### config.mk
export PLATFORM = sky130hd
export DESIGN_NAME = lsu
export DESIGN_NICKNAME = d
export VERILOG_FILES = /design/src/rtl/lsu.sv
export SDC_FILE = /design/constraint.sdc
export NUM_CORES = 1
export LEC_CHECK = 0
export BUFFER_PORTS_ARGS = -buffer_cell sky130_fd_sc_hd__buf_4
export CAP_MARGIN = 20
export CORE_AREA = 2 2 139 141
export CTS_CLUSTER_SIZE = 10
export DETAILED_ROUTE_END_ITERATION = 10
export DIE_AREA = 0 0 141 143
export GPL_TIMING_DRIVEN = 0
export HOLD_SLACK_MARGIN = 0.08
export PLACE_DENSITY = 0.59
export SETUP_SLACK_MARGIN = 0.05
export SYNTH_ARGS = -nofsm -noshare
export SYNTH_HDL_FRONTEND = slang
export SYNTH_SLANG_ARGS = --single-unit
### constraint.sdc
create_clock -name clk -period 4 [get_ports clk]
set_input_delay 0.6 -clock clk [delete_from_list [all_inputs] [get_ports clk]]
set_output_delay 0.6 -clock clk [all_outputs]
set_load 0.005 [all_outputs]
### src/rtl/lsu.sv
// Load/store unit: one outstanding word-bus access, posted stores, registered writeback.
// Misaligned or illegal accesses raise a one-cycle fault and never reach the bus.
module lsu #(
    parameter int XLEN = 32
) (
    input  logic            clk,
    input  logic            rst,
    input  logic [2:0]      funct3,
    input  logic [XLEN-1:0] result,
    input  logic [XLEN-1:0] reg_out,
    input  logic            mm_we,
    input  logic            mm_re,
    output logic            stall,
    output logic [XLEN-1:0] rd_data,
    output logic            fault,
    output logic            bus_req,
    output logic            bus_we,
    output logic [XLEN-1:0] bus_addr,
    output logic [XLEN-1:0] bus_wdata,
    output logic [3:0]      bus_wstrb,
    input  logic            bus_ack,
    input  logic [XLEN-1:0] bus_rdata
);

    typedef enum logic [1:0] {S_IDLE, S_RD, S_WR, S_DONE} state_t;

    state_t            r_state;
    state_t            w_next;
    logic [XLEN-1:2]   r_addr;
    logic [1:0]        r_off;
    logic [2:0]        r_f3;
    logic [XLEN-1:0]   r_wdata;
    logic [3:0]        r_wstrb;
    logic [XLEN-1:0]   r_ldbuf;
    logic [XLEN-1:0]   r_rd;
    logic              r_fault;

    logic              w_idle;
    logic              w_mis;
    logic              w_ld_go;
    logic              w_st_go;
    logic              w_ld_bad;
    logic              w_st_bad;
    logic [3:0]        w_wstrb;
    logic [XLEN-1:0]   w_wdata;
    logic [XLEN-1:0]   w_shift;
    logic [XLEN-1:0]   w_ldfmt;

    // Access checks; size 11 is never legal, so it folds into the misalignment term
    always_comb begin
        w_idle   = (r_state == S_IDLE);
        w_mis    = ((funct3[1:0] == 2'b01) && result[0]) ||
                   ((funct3[1:0] == 2'b10) && (result[1:0] != 2'b00)) ||
                   (funct3[1:0] == 2'b11);
        w_ld_go  = w_idle && mm_re && !w_mis && !(funct3[2] && funct3[1]);
        w_ld_bad = w_idle && mm_re && !w_ld_go;
        w_st_go  = w_idle && mm_we && !mm_re && !w_mis && !funct3[2];
        w_st_bad = w_idle && mm_we && !mm_re && !w_st_go;
    end

    always_comb begin
        w_wstrb = 4'b1111;
        w_wdata = reg_out;
        case (funct3[1:0])
            2'b00: begin
                w_wstrb = 4'b0001 << result[1:0];
                w_wdata = {4{reg_out[7:0]}};
            end
            2'b01: begin
                w_wstrb = 4'b0011 << result[1:0];
                w_wdata = {2{reg_out[15:0]}};
            end
            default: ;
        endcase
    end

    always_comb begin
        w_shift = bus_rdata >> {r_off, 3'b000};
        case (r_f3)
            3'b000:  w_ldfmt = {{24{w_shift[7]}}, w_shift[7:0]};
            3'b100:  w_ldfmt = {24'h0, w_shift[7:0]};
            3'b001:  w_ldfmt = {{16{w_shift[15]}}, w_shift[15:0]};
            3'b101:  w_ldfmt = {16'h0, w_shift[15:0]};
            default: w_ldfmt = w_shift;
        endcase
    end

    always_ff @(posedge clk) begin
        if (rst) r_state <= S_IDLE;
        else     r_state <= w_next;
    end

    always_comb begin
        w_next = r_state;
        case (r_state)
            S_IDLE: begin
                if (w_ld_go)      w_next = S_RD;
                else if (w_st_go) w_next = S_WR;
            end
            S_RD:   if (bus_ack) w_next = S_DONE;
            S_WR:   if (bus_ack) w_next = S_IDLE;
            S_DONE: w_next = S_IDLE;
            default: w_next = S_IDLE;
        endcase
    end

    // stall deliberately ignores mm_we so the store can be posted in its issue cycle
    always_comb begin
        bus_req = (r_state == S_RD) || (r_state == S_WR);
        bus_we  = (r_state == S_WR);
        stall   = w_ld_go || bus_req;
    end

    always_ff @(posedge clk) begin
        if (rst) begin
            r_addr  <= '0;
            r_off   <= '0;
            r_f3    <= '0;
            r_wdata <= '0;
            r_wstrb <= '0;
            r_ldbuf <= '0;
            r_rd    <= '0;
            r_fault <= 1'b0;
        end else begin
            if (w_ld_go) begin
                r_addr  <= result[XLEN-1:2];
                r_off   <= result[1:0];
                r_f3    <= funct3;
                r_wstrb <= 4'b0000;
            end else if (w_st_go) begin
                r_addr  <= result[XLEN-1:2];
                r_wdata <= w_wdata;
                r_wstrb <= w_wstrb;
            end
            if ((r_state == S_RD) && bus_ack)
                r_ldbuf <= w_ldfmt;
            r_fault <= w_ld_bad || w_st_bad;
            if (!stall) begin
                if (r_state == S_DONE) r_rd <= r_ldbuf;
                else if (w_ld_bad)     r_rd <= '0;
                else                   r_rd <= result;
            end
        end
    end

    assign rd_data   = r_rd;
    assign fault     = r_fault;
    assign bus_addr  = {r_addr, 2'b00};
    assign bus_wdata = r_wdata;
    assign bus_wstrb = r_wstrb;

endmodule

==> impl_results.md, run 1 <==
* Relative area change from synthesis to final layout at 37.9%
* Number of library cell types mapped by synthesis at 49
* Post-layout min period at 2.71 ns
* TritonCTS buffer count at 17
* Most repeated cell in the gate-level netlist after synthesis: sky130_fd_sc_hd__dfxtp_1
* Number of flops mapped to enable cells by yosys at 0
* FF-to-FF Start: r_state[1]
* Slowest cell delay on critical path at 0.53 ns
* Vias per std cell at 5.05
* Endpoint kind of the worst setup timing path: output port
* Fraction of the core area covered by cells at the end of the flow at 47.9%
* Clock-pin slew on the worst setup and hold paths at 0.07 ns
* CORE AREA at 0.0186 mm2
* Post-synthesis share of cell area spent on full adders, half adders and majority gates at 0.968%
* Cells resized by post-CTS repair at 0
* Setup TNS after final layout at 0 ns
* Mux cell area share after synthesis at 12.1%
* Input/output buffers at 201
* Synthesized-area fraction occupied by xor and xnor cells at 0%
* Synthesized flop and latch total at 138
* Number of top-level pins at 208
* Clock latency of the later-clocked register in the worst-skew pair at 0.43 ns
* Fraction of layout instances using a drive strength above 1 at 34.4%
* Number of design rule violations left after detail routing at 0
* Series of cell instances along the critical path: inv_1, ha_1, nand2_1, or4_4, nand2b_1, buf_4
* # fillers at 1826
* Buffer cell driving the clock tree root: sky130_fd_sc_hd__clkbuf_16
* Arrival @ worst endpoint at 2.11 ns
* Top cell types by occurrence after synthesis: 138 x sky130_fd_sc_hd__dfxtp_1, 124 x sky130_fd_sc_hd__nand2_1, 101 x sky130_fd_sc_hd__a21oi_1, 58 x sky130_fd_sc_hd__mux2i_1, 36 x sky130_fd_sc_hd__o21ai_0
* Cell with the largest stage delay on the worst path: sky130_fd_sc_hd__or4_4
* Detailed placer's ending HPWL at 15900 um
* Syn_area_per_cell at 9.19 um2
* Horizontal die dimension at 141 um
* Fraction of synthesized cell area taken by the top area cell type at 42.8%
* Number of setup buffers added after CTS at 0
* R2R Setup Slk at 1.73 ns
* Commonest register cell after synthesis: sky130_fd_sc_hd__dfxtp_1
* Via count of the first global-routing pass at 5682
* Routed Antenna Nets at 0
* Leakage power figure at 3.58 nW
* Worst clock skew on the final layout at 0.0160 ns
* GRT Resource Usage Total at 20.6%
* Main combinational cell family by area after synthesis: compound AO/OA/AOI/OAI gates
* Number of cells traversed by the worst register-to-register path at 7
* Initial antenna violation count at 0
* Highest clock rate at 0.368 GHz
* Cell taking the most area after synthesis: sky130_fd_sc_hd__dfxtp_1
* Relative slew margins at 43.5%
* Clock tree from TritonCTS: built
* Async set-reset flop share out of synthesis at 0%
* Antenna diode count at 0
* Level count of the clock H-tree at 4
* Worst min-delay path class: input port to flop
* CP Launch Type: flop
* Area fraction in compound gates after synthesis at 25.6%
* Fin crit share at 67.9%
* Launch point of the worst path: r_state[1]
* Number of rows created at floorplan at 50
* RSZ-0062 raised after global routing: false
* Number of standard cells after synthesis at 703
* CTS Hold Bufs at 0
* Total overflow reported by the global router at 0
* Result of the run: completed
* Classification of the worst setup path: flop to output port
* First-pass GRT wire length at 32200 um
* Proportion of synthesized chip area in sequential cells at 42.8%
* End of the worst register-to-register path: r_addr[19]
* Maximum resistive drop on vdd at 0.000372 V
* Largest fanout of any net on the critical path at 6
* Pin count of the biggest net entering global routing at 17
* CP Capture Point: stall
* WL/cell at 17.8 um
* Post-synthesis simple-gate area fraction at 12.7%
* Hold slack at 0.424 ns
* Die height at 143 um
* Post-synthesis instance area at 0.00646 mm2
* Starting utilization of the core area at 34.8%
* Number of maximum-capacitance violations at 0
* Fin. max-slew vios at 0
* Number of clock sinks at 138
* # nets final at 1033
* Biggest area contributors in the synthesized netlist: sky130_fd_sc_hd__dfxtp_1 43%, sky130_fd_sc_hd__mux2i_1 9.0%, sky130_fd_sc_hd__a21oi_1 7.8%
* Warnings from Yosys at 0
* Count of routing violations after the opening detailed-route iteration at 255
* Endpoint required time on the critical path at 3.40 ns
* Number of setup violations in the final report at 0
* Die Area at 0.0202 mm2
* Number of vias in the routed layout at 5911
* Total detailed-routing wirelength at 20900 um
* Final hold violation count at 0
* Cell area power density at 559 mW/mm2
* Worst-margin pin slew at 0.847 ns
* Max clock buf depth at 2
* Weighted congestion reported at the end of routability-driven placement at 0.880
* Detailed-router iteration count before antenna repair at 4
-- worst min-delay path by stage --
| stage | to | slack [ns] | depth (start not counted) | startpoint |
|---|---|---|---|---|
| 2_1_floorplan | r_ldbuf[0] | 0.44 | 2 | r_ldbuf[0] |
| 6_report | r_addr[24] | 0.42 | 3 | result[24] |
| 5_1_grt | r_addr[8] | 0.42 | 3 | result[8] |
| 4_1_cts | r_addr[24] | 0.42 | 3 | result[24] |
| 3_5_place_dp | r_addr[11] | 0.45 | 2 | r_addr[11] |
| 3_3_place_gp | r_addr[18] | 0.44 | 2 | r_addr[18] |
-- cell usage in the layout, fill, tap and decap left out, drive strengths merged, types with 5 or more instances in the layout --
cell type  Yosys  routed
mux2i         58      58
nor3           9       9
clkbuf        26      43
nor2          35      35
ha             5       5
o211ai        15      15
dfxtp        138     138
a21oi        101     101
buf           36     237
o21ai         36      36
clkinv         1       6
a211oi        11      11
nor4           5       5
o2bb2ai       40      40
inv            4       7
mux2          16      16
a311oi        10      10
nand2        124     124
-- final cells by class --
type | instances | area (um2) | area share (%)
flip-flops and latches | 138 | 2760 | 31.0
inverters | 5 | 18.8 | 0.211
multi-input cells | 499 | 3330 | 37.4
plain buffers | 62 | 355 | 3.99
clock buffers | 17 | 425 | 4.78
well taps | 234 | 293 | 3.29
repair buffers | 201 | 1510 | 16.9
clock inverters | 15 | 215 | 2.42
-- cells by family after synthesis --
group | count (synthesis)
simple gates | 191
mux | 75
other cells | 1
fa+ha+maj | 5
flops | 138
buf+inv | 67
compound gates | 226
-- registers in the layout, summed over array words and instances (netlist names) --
| signal | count |
|---|---|
| r_f3 | 3 |
| rd_data | 32 |
| bus_wstrb | 4 |
| r_addr | 30 |
| r_off | 2 |
| r_state | 2 |
| r_ldbuf | 32 |
| fault | 1 |
| bus_wdata | 32 |
-- report_power, final --
group | switching, mW | total (mW) | internal [mW]
clock network | 0.650 | 1.71 | 1.06
registers | 0.159 | 1.78 | 1.62
logic | 0.778 | 1.50 | 0.718
-- through the flow --
step	total power [mW]	std cells	area, um2	setup slack [ns]
after floorplan	2.67	704	6460	1.83
after global placement	3.30	1139	8270	1.62
after detailed placement	3.32	1139	8270	1.59
after CTS	5.04	1171	8910	1.25
after global routing	5.25	1171	8910	1.16
final	4.98	1171	8910	1.29
-- worst max-delay path: cells and delay by family, from the launching register on --
kind,cells,cell delay [ns]
and+or+nand+nor,3,0.86
adders and majority gates,1,0.28
buffers and inverters,2,0.23
DFF,1,0.33
-- layer usage --
layer	part of all wire (%)	vias up	track usage, %
met4	1.5	0	6.53
met5	0	-	0
met1	45	2733	26.1
li1	-	2960	-
met2	47	193	34.3
met3	6.8	25	5.60
Power figures use the tool's default switching activity.
==> inputs of run 2 (changes only) <==
ABC_AREA = 1   (was default)
clock period = 2.8 ns   (was 4 ns; I/O delays follow)
==> impl_results.md, run 2 <==
* Result of the run: completed
* Proportion of synthesized chip area in sequential cells at 43.3% (+0.49 points)
* Number of setup violations in the final report at 0 (unchanged)
* Die height at 143 um (unchanged)
* Max clock buf depth at 2 (unchanged)
* Count of routing violations after the opening detailed-route iteration at 364 (+43%)
* CTS Hold Bufs at 0 (unchanged)
* Hold-critical path endpoint: r_addr[18]
* Clock Power Share at 33.5% (-0.7 points)
* Endpoint kind of the worst setup timing path: output port
* Finished Layout Cells at 1421 (+21%)
* GRT Resource Usage Total at 21.3% (+0.70 points)
* Async set-reset flop share out of synthesis at 0% (unchanged)
* Fraction of power spent switching nets at 33.1% (+1.2 points)
* # nets final at 1283 (+24%)
* Die Area at 0.0202 mm2 (unchanged)
* Cells resized by post-CTS repair at 0 (unchanged)
* Initial antenna violation count at 0 (unchanged)
* Most repeated cell in the gate-level netlist after synthesis: sky130_fd_sc_hd__nand2_1
* Detailed-router iteration count before antenna repair at 5 (+1)
* Starting utilization of the core area at 34.4% (-0.39 points)
* Detailed placer's ending HPWL at 16900 um (+6.3%)
* Clock latency of the later-clocked register in the worst-skew pair at 0.42 ns (about the same)
* FF-to-FF Start: r_state[0]
* WL/cell at 15.3 um (-14%)
* Fin. max-slew vios at 0 (unchanged)
* Classification of the worst setup path: flop to output port
* Clock-pin slew on the worst setup and hold paths at 0.06 ns (about the same)
* Number of top-level pins at 208 (unchanged)
* Commonest register cell after synthesis: sky130_fd_sc_hd__dfxtp_1
* Placed cell count at 1389 (+22%)
* Leakage power figure at 4.42 nW (+23%)
* Most frequent cell on the critical path: sky130_fd_sc_hd__inv_1
* Buffer cell driving the clock tree root: sky130_fd_sc_hd__clkbuf_16
* Internal Pwr Total at 5.00 mW (+47%)
* Setup TNS after final layout at 0 ns (unchanged)
* Number of setup buffers added after CTS at 0 (unchanged)
* CP Launch Type: flop
* Relative slew margins at 55.1% (+12 points)
* Worst clock skew on the final layout at 0.00855 ns (-0.00747 ns)
* Horizontal die dimension at 141 um (unchanged)
* Antenna diode count at 0 (unchanged)
* Endpoint required time on the critical path at 2.38 ns (-1.02 ns)
* Number of cells traversed by the worst register-to-register path at 8 (+1)
* Synthesized flop and latch total at 138 (unchanged)
* Number of clock sinks at 138 (unchanged)
* Pin count of the biggest net entering global routing at 17 (unchanged)
* Combinational share of power at 32.0% (+2.0 points)
* Cell taking the most area after synthesis: sky130_fd_sc_hd__dfxtp_1
* Fraction of layout instances using a drive strength above 1 at 23.4% (-11 points)
* Biggest area contributors in the synthesized netlist: sky130_fd_sc_hd__dfxtp_1 43%, sky130_fd_sc_hd__nand2_1 10%, sky130_fd_sc_hd__nor2_1 9.8%
* End of the worst register-to-register path: r_addr[12]
* Routed Antenna Nets at 0 (unchanged)
* Clock tree from TritonCTS: built
* Number of flops mapped to enable cells by yosys at 0 (unchanged)
* Total overflow reported by the global router at 0 (unchanged)
* Level count of the clock H-tree at 4 (unchanged)
* Worst Path Buf+Inv at 3 (+1)
* Series of cell instances along the critical path: inv_1, ha_1, nand2_1, inv_1, nand3_2, nand2_2, buf_4
* Arrival @ worst endpoint at 1.65 ns (-0.46 ns)
* TritonCTS buffer count at 17 (unchanged)
* Syn_area_per_cell at 6.72 um2 (-27%)
* Fin crit share at 74.1%
* Number of vias in the routed layout at 6797 (+15%)
* Number of rows created at floorplan at 50 (unchanged)
* CORE AREA at 0.0186 mm2 (unchanged)
* Number of library cell types mapped by synthesis at 27 (-45%)
* Leading cell types in the layout, fill and taps excluded: 213 x sky130_fd_sc_hd__buf_4, 178 x sky130_fd_sc_hd__nand2_1, 166 x sky130_fd_sc_hd__nor2_1
* Sequential share of power at 34.4% (-1.3 points)
* Largest fanout of any net on the critical path at 4 (-2)
* Psw at 2.47 mW (+55%)
* R2R Setup Slk at 0.75 ns (-0.98 ns)
* First-pass GRT wire length at 34000 um (+5.5%)
* Worst hold path stage count at 3 (unchanged)
* Number of maximum-capacitance violations at 0 (unchanged)
* Slowest cell delay on critical path at 0.36 ns (-0.17 ns)
* Post-layout min period at 2.07 ns
* Number of design rule violations left after detail routing at 0 (unchanged)
* Fraction of synthesized cell area taken by the top area cell type at 43.3% (+0.49 points)
* Worst hold path startpoint: result[18]
* Cell with the largest stage delay on the worst path: sky130_fd_sc_hd__dfxtp_1
* Top cell types by occurrence after synthesis: 178 x sky130_fd_sc_hd__nand2_1, 166 x sky130_fd_sc_hd__nor2_1, 138 x sky130_fd_sc_hd__dfxtp_1, 107 x sky130_fd_sc_hd__o21ai_0, 81 x sky130_fd_sc_hd__a21oi_1
* Relative area change from synthesis to final layout at 38.9%
* RSZ-0062 raised after global routing: false
* Vias per std cell at 4.78 (-5.2%)
* Worst min-delay path class: input port to flop
* Highest clock rate at 0.482 GHz
* Input/output buffers at 204 (+1.5%)
* Family with the most delay on the worst path: flip-flops
* Worst-margin pin slew at 0.674 ns (-0.174 ns)
* Warnings from Yosys at 0 (unchanged)
* Final hold violation count at 0 (unchanged)
* Number of standard cells after synthesis at 950 (+35%)
* Total detailed-routing wirelength at 21700 um (+4.0%)
* Leading cell type in the layout, fill and taps excluded: sky130_fd_sc_hd__buf_4
* Weighted congestion reported at the end of routability-driven placement at 0.856 (-2.6%)
* Post-synthesis instance area at 0.00639 mm2 (-1.1%)
* Cell area power density at 841 mW/mm2 (+50%)
* Total design power at 7.46 mW (+50%)
* Via count of the first global-routing pass at 6499 (+14%)
* Maximum resistive drop on vdd at 0.000492 V (+32%)
run 2: changes by cell type after synthesis, moves of 20 or more:
cell and delta:
sky130_fd_sc_hd__nor3_1 +25, sky130_fd_sc_hd__o21ai_0 +71, sky130_fd_sc_hd__o21ai_1 +36, sky130_fd_sc_hd__mux2i_1 -57, sky130_fd_sc_hd__o2bb2ai_2 -30, sky130_fd_sc_hd__a21oi_1 -20, sky130_fd_sc_hd__inv_1 +76, sky130_fd_sc_hd__nor2_1 +131
sky130_fd_sc_hd__nand2_1 +54
run 2: cells by family (layout without fill, tap and decap cells):
family / after synthesis / after routing / synth area share, %
mux: 1 / 1 / 0.157
compound gates: 259 / 259 / 21.4
simple gates: 392 / 392 / 24.1
buf+inv: 154 / 390 / 10.0
fa+ha+maj: 5 / 5 / 0.979
flops: 138 / 138 / 43.3
other cells: 1 / 2 / 0.0587
run 2: per-stage QoR:
step           utilization, %  hold slack (ns)  setup slack, ns  cell area [um2]
2_1_floorplan               -            0.450             1.27             6390
6_report                 47.8            0.262            0.726             8870
4_1_cts                  47.8            0.243            0.687             8870
5_1_grt                  47.8            0.245            0.529             8870
3_5_place_dp             44.2            0.462            0.731             8220
3_3_place_gp             44.2            0.464            0.779             8220
run 2: final cells by class:
| type | count | area (um2) |
|---|---|---|
| Buffer | 68 | 317 |
| Clock inverter | 13 | 215 |
| Tap cell | 234 | 293 |
| Sequential cell | 138 | 2760 |
| Fill cell | 1927 | 9710 |
| Inverter | 86 | 325 |
| Multi-Input combinational cell | 659 | 2990 |
| Clock buffer | 19 | 443 |
| Timing Repair Buffer | 204 | 1530 |
run 2: power groups by stage:
stage	Sequential, mW	Combinational, mW	Clock (mW)
4_1_cts	2.57	2.41	2.55
3_5_place_dp	2.61	2.40	0
2_1_floorplan	2.60	1.34	0
3_3_place_gp	2.61	2.39	0
5_1_grt	2.61	2.69	2.64
6_report	2.57	2.39	2.50
run 2: worst max path at each step:
stage	slack [ns]	endpoint	cells past startpoint	start
after floorplan	1.27	r_ldbuf[31]	8	r_state[1]
after global placement	0.78	r_addr[2]	8	r_state[0]
after detailed placement	0.73	r_addr[12]	8	r_state[0]
after CTS	0.69	stall	7	r_state[0]
after global routing	0.53	r_addr[13]	8	r_state[1]
final	0.73	stall	7	r_state[0]
run 2: worst reg2reg max path: cells and delay by family, from the launching register on:
family / cells / cell delay [ns]
adders and majority gates: 1 / 0.21
buffers and inverters: 2 / 0.54
DFF: 1 / 0.33
and+or+nand+nor: 4 / 0.70
AOI/OAI and AO/OA: 1 / 0.13
run 2: per-layer routing:
layer	part of all wire (%)	global-route usage (%)	vias up
met5	0	0	-
met4	1.5	5.63	0
met3	5.8	5.33	25
met2	47	36.4	183
met1	45	27.0	3062
li1	-	-	3527
==> inputs of run 3 (changes only) <==
clock period = 2.07 ns   (was 2.8 ns; I/O delays follow)
==> impl_results.md, run 3 (synthesis gave the netlist of run 2 again) <==
* Total overflow reported by the global router at 0 (unchanged)
* Grt peak-use layer: met2
* First-pass GRT wire length at 34000 um (unchanged)
* CTS Hold Bufs at 0 (unchanged)
* Endpoint required time on the critical path at 1.76 ns (-0.62 ns)
* Largest fanout of any net on the critical path at 4 (unchanged)
* Cell with the largest stage delay on the worst path: sky130_fd_sc_hd__dfxtp_1
* # nets final at 1283 (unchanged)
* Number of rows created at floorplan at 50 (unchanged)
* Relative area change from synthesis to final layout at 39.5%
* Detailed-router iteration count before antenna repair at 4 (-1)
* Die height at 143 um (unchanged)
* Met2 routing resource usage after global routing at 36.4% (unchanged)
* Level count of the clock H-tree at 4 (unchanged)
* Clock tree from TritonCTS: built
* Fraction of layout instances using a drive strength above 1 at 24.4% (+1.0 points)
* RSZ-0062 raised after global routing: false
* Final hold violation count at 0 (unchanged)
* Leading cell type in the layout, fill and taps excluded: sky130_fd_sc_hd__buf_4
* GRT Resource Usage Total at 21.3% (unchanged)
* Endpoint kind of the worst setup timing path: output port
* R2R Setup Slk at 0.22 ns (-0.53 ns)
* Slowest cell delay on critical path at 0.37 ns (about the same)
* Cell area power density at 1140 mW/mm2 (+35%)
* Number of maximum-capacitance violations at 0 (unchanged)
* Number of clock sinks at 138 (unchanged)
* Highest clock rate at 0.524 GHz
* Clock latency of the later-clocked register in the worst-skew pair at 0.42 ns (about the same)
* Setup TNS after final layout at 0 ns (unchanged)
* End of the worst register-to-register path: rd_data[1]
* Input/output buffers at 204 (unchanged)
* Met3 usage in global routing at 5.33% (unchanged)
* Max clock buf depth at 2 (unchanged)
* GR Layer Usage met1 at 27.0% (unchanged)
* Post-layout min period at 1.91 ns
* Worst min-delay path class: input port to flop
* Die Area at 0.0202 mm2 (unchanged)
* Horizontal die dimension at 141 um (unchanged)
* CP Launch Type: flop
* Number of vias in the routed layout at 6802 (+0.074%)
* Number of setup violations in the final report at 0 (unchanged)
* FF-to-FF Start: r_state[1]
* Pin count of the biggest net entering global routing at 17 (unchanged)
* Initial antenna violation count at 0 (unchanged)
* Leading cell types in the layout, fill and taps excluded: 213 x sky130_fd_sc_hd__buf_4, 175 x sky130_fd_sc_hd__nand2_1, 166 x sky130_fd_sc_hd__nor2_1
* Vias per std cell at 4.79 (about the same)
* Clock-pin slew on the worst setup and hold paths at 0.06 ns (about the same)
* Series of cell instances along the critical path: inv_2, ha_2, nand2_1, inv_1, nand3_4, nand2_4, buf_4
* Total detailed-routing wirelength at 21700 um (+0.19%)
* Worst hold path startpoint: result[18]
* Total design power at 10.1 mW (+36%)
* Fin. max-slew vios at 0 (unchanged)
* Antenna diode count at 0 (unchanged)
* Buffer cell driving the clock tree root: sky130_fd_sc_hd__clkbuf_16
* Classification of the worst setup path: flop to output port
* Via count of the first global-routing pass at 6499 (unchanged)
* CORE AREA at 0.0186 mm2 (unchanged)
* TritonCTS buffer count at 17 (unchanged)
* Starting utilization of the core area at 34.4% (unchanged)
* Number of top-level pins at 208 (unchanged)
* Detailed placer's ending HPWL at 16900 um (unchanged)
* WL/cell at 15.3 um (+0.19%)
* Launch point of the worst path: r_state[1]
* Number of cells traversed by the worst register-to-register path at 6 (-2)
* Number of design rule violations left after detail routing at 0 (unchanged)
* Worst hold path stage count at 3 (unchanged)
* Hold-critical path endpoint: r_addr[18]
* Routed Antenna Nets at 0 (unchanged)
* Maximum resistive drop on vdd at 0.000665 V (+35%)
* Worst-margin pin slew at 0.669 ns (-0.00417 ns)
* Arrival @ worst endpoint at 1.60 ns (-0.05 ns)
* Weighted congestion reported at the end of routability-driven placement at 0.856 (unchanged)
* Relative slew margins at 55.4% (+0.28 points)
* Count of routing violations after the opening detailed-route iteration at 353 (-3.0%)
* Leakage power figure at 4.43 nW (+0.44%)
* Number of setup buffers added after CTS at 0 (unchanged)
* Worst clock skew on the final layout at 0.00812 ns (-0.000428 ns)
* Result of the run: completed
* Fin crit share at 92.1%
-- run 3: report_power, final --
part | leakage (nW) | switching (mW) | internal (mW)
Combinational | 2.99 | 1.87 | 1.39
Clock | 0.318 | 1.21 | 2.18
Sequential | 1.13 | 0.281 | 3.20
-- run 3: worst max-delay path, delay by kind of cell, from the launching register on --
kind                       cells  cell delay, ns
adders and majority gates      1            0.18
buffers and inverters          3            0.30
DFF                            1            0.37
and+or+nand+nor                3            0.32
-- run 3: layout make-up --
type | count | area (um2)
repair buffers | 204 | 1530
plain buffers | 68 | 323
fillers | 1934 | 9670
inverters | 86 | 325
well taps | 234 | 293
flip-flops and latches | 138 | 2760
clock buffers | 19 | 443
multi-input cells | 659 | 3010
clock inverters | 13 | 215
-- run 3: through the flow --
step	hold slack (ns)	setup slack [ns]	instance area (um2)	instances	utilization (%)
after floorplan	0.450	0.541	6390	951	-
after global placement	0.464	0.0486	8220	1389	44.2
after detailed placement	0.462	0.00109	8220	1389	44.2
after CTS	0.134	0.00288	8870	1421	47.8
after global routing	0.135	0.0469	8910	1421	47.9
final	0.152	0.163	8910	1421	47.9
-- run 3: worst max path at each step --
stage	endpoint	slack, ns
5_1_grt	stall	0.05
3_3_place_gp	r_addr[2]	0.05
6_report	stall	0.16
4_1_cts	r_addr[2]	0.003
2_1_floorplan	r_ldbuf[31]	0.54
3_5_place_dp	r_addr[12]	0.001
-- run 3: what timing repair did --
action	4_1_cts	5_1_grt
pin swaps	0	0
setup endpoints to repair	30	53
resized for setup	1	19
-- run 3: routing by layer --
layer	up-vias	share of wire [%]
li1	3525	-
met1	3053	45
met2	198	47
met3	26	6.0
met4	0	1.5
met5	-	0
